==> src/rtl/block_deserializer.sv <==
// Packs a stream of WIDTH-bit words into a WORDS-word block, first word in the MSB slot.
// A block is completed by the WORDS-th word or by in_last; one block is held until the consumer takes it.
module block_deserializer #(
   parameter int WIDTH = 32,
   parameter int WORDS = 16
) (
   input  logic                         clk,
   input  logic                         rst,
   input  logic [WIDTH-1:0]             in_data,
   input  logic                         in_valid,
   input  logic                         in_last,
   output logic                         in_ready,
   output logic [WIDTH*WORDS-1:0]       out_data,
   output logic [$clog2(WORDS+1)-1:0]   out_count,
   output logic                         out_last,
   output logic                         out_valid,
   input  logic                         out_ready
);

   localparam int BW = WIDTH * WORDS;
   localparam int CW = $clog2(WORDS + 1);

   typedef enum logic {
      FILL = 1'b0,
      HOLD = 1'b1
   } state_t;

   state_t          state_r;
   state_t          next_state_s;
   logic [BW-1:0]   asm_r;
   logic [BW-1:0]   merged_s;
   logic [CW-1:0]   count_r;
   logic            accept_s;
   logic            fire_s;
   logic            complete_s;

   // Draining the held block frees the single output stage in the same cycle
   assign out_valid  = (state_r == HOLD);
   assign in_ready   = !out_valid | out_ready;
   assign accept_s   = in_valid & in_ready;
   assign fire_s     = out_valid & out_ready;
   assign complete_s = accept_s & (in_last | (count_r == CW'(WORDS - 1)));

   // State register
   always_ff @(posedge clk or posedge rst) begin
      if (rst) begin
         state_r <= FILL;
      end else begin
         state_r <= next_state_s;
      end
   end

   // Next-state: a completing word always lands in HOLD, even on a drain cycle
   always_comb begin
      next_state_s = state_r;
      case (state_r)
         FILL: begin
            if (complete_s) begin
               next_state_s = HOLD;
            end else begin
               next_state_s = FILL;
            end
         end
         HOLD: begin
            if (complete_s) begin
               next_state_s = HOLD;
            end else if (fire_s) begin
               next_state_s = FILL;
            end else begin
               next_state_s = HOLD;
            end
         end
         default: begin
            next_state_s = FILL;
         end
      endcase
   end

   // Assembly buffer with the incoming word dropped into slot count_r
   always_comb begin
      merged_s = asm_r;
      for (int k = 0; k < WORDS; k++) begin
         if (count_r == CW'(k)) begin
            merged_s[WIDTH*(WORDS-k)-1 -: WIDTH] = in_data;
         end else begin
            merged_s[WIDTH*(WORDS-k)-1 -: WIDTH] = asm_r[WIDTH*(WORDS-k)-1 -: WIDTH];
         end
      end
   end

   // Assembly and output registers; the buffer clears as a block is handed over
   always_ff @(posedge clk or posedge rst) begin
      if (rst) begin
         asm_r     <= '0;
         count_r   <= '0;
         out_data  <= '0;
         out_count <= '0;
         out_last  <= 1'b0;
      end else if (complete_s) begin
         out_data  <= merged_s;
         out_count <= count_r + CW'(1);
         out_last  <= in_last;
         asm_r     <= '0;
         count_r   <= '0;
      end else if (accept_s) begin
         asm_r     <= merged_s;
         count_r   <= count_r + CW'(1);
      end
   end

endmodule

==> config.mk <==
export PLATFORM = sky130hd
export DESIGN_NAME = block_deserializer
export DESIGN_NICKNAME = d
export VERILOG_FILES = /design/src/rtl/block_deserializer.sv
export SDC_FILE = /design/constraint.sdc
export NUM_CORES = 2
export LEC_CHECK = 0
export BUFFER_PORTS_ARGS = -buffer_cell sky130_fd_sc_hd__buf_2
export CAP_MARGIN = 20
export CELL_PAD_IN_SITES_DETAIL_PLACEMENT = 1
export CELL_PAD_IN_SITES_GLOBAL_PLACEMENT = 1
export CORE_MARGIN = 2
export CORE_UTILIZATION = 35
export CTS_BUF_LIST = sky130_fd_sc_hd__clkbuf_4 sky130_fd_sc_hd__clkbuf_8
export DETAILED_ROUTE_END_ITERATION = 8
export GPL_ROUTABILITY_DRIVEN = 0
export PLACE_DENSITY_LB_ADDON = 0.1
export SETUP_SLACK_MARGIN = 0.15
export SLEW_MARGIN = 20
export SYNTH_ARGS = -nofsm -noshare
export SYNTH_HDL_FRONTEND = slang
export SYNTH_SLANG_ARGS = --single-unit
==> constraint.sdc <==
create_clock -name clk -period 64.1 [get_ports clk]
set_clock_uncertainty 0.05 [all_clocks]
set_input_delay 3.205 -clock clk [delete_from_list [all_inputs] [get_ports clk]]
set_output_delay 3.205 -clock clk [all_outputs]
set_load 0.005 [all_outputs]
Word-level counts from Yosys, hierarchy flattened
Index checks and enable logic that the tools add are counted.
{"block": "totals", "romBits": 0, "mem_count": 0, "latchBits": 0, "in_bits": 37, "ram_bits": 0, "ff_bits": 1036, "out_inout_bits": 520, "wordCells": 55}
{"block": "op_classes", "n_reduce_logical": 3, "n_lt_le_gt_ge": 0, "n_mul": 0, "div": 0, "mux": 24, "eq_ne": 15, "bitwise_logic": 6, "shift": 0, "add_sub_neg": 1}
{"cell": "512-bit two-way mux", "count": 2}
{"cell": "32-bit two-way mux", "count": 16}
{"cell": "5-bit by 4-bit equality test with 1-bit output (second input constant)", "count": 8}
{"cell": "5-bit by 3-bit equality test with 1-bit output (second input constant)", "count": 4}
{"cell": "5-bit by 2-bit equality test with 1-bit output (second input constant)", "count": 2}
{"cell": "5-bit two-way mux", "count": 2}
{"cell": "5-bit by 1-bit adder with 5-bit output (second input constant)", "count": 1}
{"cell": "5-bit by 1-bit equality test with 1-bit output (second input constant)", "count": 1}
{"cell": "5-bit zero test", "count": 1}
{"cell": "1-bit bitwise AND", "count": 3}
{"cell": "1-bit two-way mux", "count": 3}
{"cell": "1-bit OR", "count": 2}
{"cell": "1-bit one-hot mux with 2 select lines", "count": 1}
{"cell": "2-bit nonzero test", "count": 1}
{"cell": "1-bit zero test", "count": 1}
{"cell": "1-bit inverter", "count": 1}

Depth between registers and ports, before layout
{"block": "logic_depth", "depth_word": 6, "depth_mapped": 13, "depth_no_buf": 6}

Least setup slack after synthesis
No wires, ideal clock.
{"block": "synth_timing", "kind": "input-to-output", "start": "in out_ready", "end": "out in_ready", "arrival_time_ns": 4.042, "required_time_ns": 60.845, "n_path_buf": 4, "slack_ns": 56.803, "stages": 5, "path_cell_list": "nand2b_1 -> buf_2 -> buf_2 -> buf_2 -> buf_1"}
{"block": "synth_via", "elab_chain_cells": 1}
{"item": "from (decl)", "line_no": "17", "text": "input logic out_ready"}
{"item": "1-bit OR", "line_no": "39", "text": "assign in_ready = !out_valid | out_ready;"}
{"item": "to (decl)", "line_no": "12", "text": "output logic in_ready,"}
Every way passes these cells.

Worst setup path in the final report
Ends and elaborated chain as after synthesis.

==> run summary <==
fin crit period = 7.39 ns
CTS tree = built
Total GRT Usage = 0.258
synthesized area = 0.0454 sq mm
Distinct cells, synth = 35
Pint = 0.00121 W
R2R setup slack = 58.18 ns
average wire per standard cell = 29.4 um
combinational power share = 0.162
Worst Path Class, Setup = input pin to output pin
Post-CTS Hold Buffers = 0
RSZ-0062 raised after global routing = false
fillers = 13800
Setup-failing EPs final = 0
layout cells sized above 1 = 0.307
final hold vios = 0
Die W = 364 um
Worst Setup End Kind = output pin
f_max = 135 MHz
Mapped Nets = 3749
cts bufs inserted = 184
Final Cycle Share = 0.115
Finished Cell Area = 0.0531 sq mm
r2r endpoint = out_data[492]$_DFFE_PP0P_
most used cell, CP = buf_2
vias = 34100
Via density = 5.76
Sw Ratio = 0.306
Final nets = 4078
cts repair resizes = 0
Hold Crit Class = flip-flop to flip-flop
Worst VDD drop = 0.0205 mV
Sink Count = 1036
H-tree depth = 4
die height = 364 um
HPWL Detailed = 107000 um
DP Area = 0.0490 sq mm
clk slew on worst S/H paths = 0.06 ns
CP Cell Sequence = buf_2, nand2b_4, buf_2
Fin Setup TNS = 0 ns
initial antenna violation count = 6
Pre-Repair DR Iteration Count = 5
vias in the first global route = 35700
Syn Area/Cell = 12.3 sq um
Hold EP = asm_r[30]$_DFFE_PP0P_
Crit path largest cell delay = 0.57 ns
Worst R2R Start = count_r[3]$_DFFE_PP0P_
Port Buffers = 556
Yosys warning count = 0
cells on worst reg2reg path = 8
met2 usage = 0.384
post-synthesis sequential area ratio = 0.571
met3 Track Usage GR = 0.0481
clock latency on the worst-skew pair = 0.92 ns
row cnt = 132
final worst slack = 56.71 ns
Worst EP arrival = 4.13 ns
Top Usage Layer GRT = met1
Congestion Overflow GR = 0
Core Area = 0.129 sq mm
Syn-to-layout area delta = 16.9%
Max Buffers Root-to-Sink = 3
met1 Usage GRT = 0.385
I/O pin count = 557
hold depth = 1
Final Routed Wirelength = 174000 um
Required @ worst endpoint = 60.84 ns
Starting Density = 0.352
largest net degree at the start of global routing = 151
Critical Path Source = out_ready
DRC violations left = 0
Worst path top cell family by delay = simple AND/OR/NAND/NOR gates
die area = 0.133 sq mm
Slew HR = 0.223
transition time at the pin with the least slew margin = 1.16 ns
sequential power share = 0.455
Post-Syn Instances = 3707
starting DRC count in detailed routing = 2582
Setup Buffers After CTS = 0
static leakage = 22.4 nW
max-slew violations = 0
MaxCap Viol Count = 0
worst slack at placement = 56.63 ns
post-route ant nets = 0
Hold Startpoint = asm_r[30]$_DFFE_PP0P_
crit-path max FO = 46
first-pass GRT wire length = 256000 um
crit start category = input pin
power per cell area = 32.8 mW/mm^2
net switching power figure = 0.000532 W
Synth Register Bits = 1036
Buffers & Inverters on Critical Path = 2
outcome = complete, no violations
Worst path slowest cell = nand2b_4
Clock power frac = 0.384
root buffer cell = clkbuf_8
layer usage:
layer	wire length [um]	up-vias
li1	-	14800
met1	84600	18200
met2	77100	986
met3	9510	191
met4	3260	2
met5	13	-
cell usage after synthesis:
cell | n | area [sq um]
a21oi_1 | 247 | 1240
a21oi_2 | 266 | 2330
a221o_1 | 4 | 40.0
a22o_1 | 1 | 8.76
a31oi_1 | 514 | 3220
a32o_1 | 1 | 10.0
and2_1 | 32 | 200
and3_1 | 2 | 12.5
buf_1 | 25 | 93.8
buf_2 | 147 | 736
buf_4 | 13 | 97.6
buf_6 | 32 | 360
clkbuf_1 | 286 | 1070
clkbuf_4 | 1 | 7.51
dfrtp_1 | 1036 | 25900
ha_1 | 5 | 62.6
inv_1 | 7 | 26.3
mux2_2 | 4 | 45.0
mux2i_1 | 514 | 5140
nand2_1 | 13 | 48.8
nand2b_1 | 3 | 18.8
nand3_1 | 35 | 175
nand4_1 | 1 | 6.26
nand4b_1 | 3 | 26.3
nor2_1 | 2 | 7.51
nor2_2 | 1 | 6.26
nor4b_1 | 4 | 35.0
nor4bb_1 | 8 | 80.1
o211ai_1 | 5 | 37.5
o211ai_2 | 8 | 100
o21ai_0 | 1 | 5.00
o2bb2ai_1 | 481 | 4210
or2_1 | 3 | 18.8
or2_2 | 1 | 6.26
xnor2_1 | 1 | 8.76
state kept, by name, summed over array words and instances, names as in the netlist:
name / cells
asm_r: 512
count_r: 5
out_count: 5
out_data: 512
out_last: 1
out_valid: 1
through the flow:
step	std cells	hold WS (ns)	util	total power [W]
final	5931	0.433	0.411	0.00174
after global routing	5925	0.446	0.411	0.00182
after CTS	5920	0.438	0.410	0.00176
after detailed placement	5590	0.420	0.380	0.00109
after global placement	5590	0.418	0.379	0.00108
after floorplan	3707	0.403	-	0.000935
power by group through the flow:
stage	Clock [W]	Combinational, W	Sequential, W
final	0.000667	0.000281	0.000791
after global routing	0.000712	0.000309	0.000797
after CTS	0.000683	0.000285	0.000791
after detailed placement	0	0.000285	0.000800
after global placement	0	0.000280	0.000802
after floorplan	0	0.000157	0.000778
how the worst max path moves through the flow:
stage                                      endpoint  slack [ns]  cells past startpoint
after floorplan                asm_r[0]$_DFFE_PP0P_       31.69                      1
after global placement    out_data[366]$_DFFE_PP0P_       56.65                      6
after CTS                                  in_ready       56.72                      3
final                                      in_ready       56.71                      3
after detailed placement  out_data[431]$_DFFE_PP0P_       56.63                      6
after global routing                       in_ready       56.69                      3
kinds of logic (layout without fill, tap and decap cells):
kind of cell             Yosys count  count (layout)  synth area share
AO/OA/AOI/OAI                   1528            1528             0.247
AND/OR/NAND/NOR                  108             108            0.0141
adder cells (fa/ha/maj)            5               5           0.00138
XOR/XNOR                           1               1          0.000193
buffers and inverters            511             984            0.0527
multiplexers                     518             518             0.114
flip-flops                      1036            1036             0.571
other                              0               9                 0
layout make-up:
cell class / count / area (sq um) / area share
Antenna cell: 9 / 22.5 / 0.000424
Clock buffer: 304 / 3760 / 0.0709
Clock inverter: 26 / 211 / 0.00398
Inverter: 7 / 33.8 / 0.000636
Multi-Input combinational cell: 2160 / 17400 / 0.327
Sequential cell: 1036 / 25900 / 0.488
Tap cell: 1742 / 2180 / 0.0411
Timing Repair Buffer: 647 / 3570 / 0.0673
worst register-to-register path: stages (launching register included):
cell and delay [ns]:
dfrtp_1 0.97, and3_1 0.29, ha_2 0.16, buf_4 0.60, or2_4 0.71, and3_4 0.97
buf_4 0.86, buf_12 0.81, a21oi_1 0.33
layout by cell type (no fill, tap or decap), types with 4 or more instances in the layout:
cell type,instances
a31oi_1,514
o211ai_1,5
clkinv_2,12
a21oi_2,266
nand2_1,10
and2_1,32
buf_2,555
inv_1,6
nand3_1,30
buf_4,82
o2bb2ai_1,481
nor4bb_4,8
nand3_2,5
clkbuf_8,237
mux2i_1,514
a221o_1,4
buf_12,6
diode_2,9
mux2_2,4
nor4b_2,4
dfrtp_1,1036
clkinvlp_4,4
ha_1,4
clkbuf_4,68
a21oi_1,247
o211ai_4,8
inv_6,6
Power figures use the tool's default switching activity.
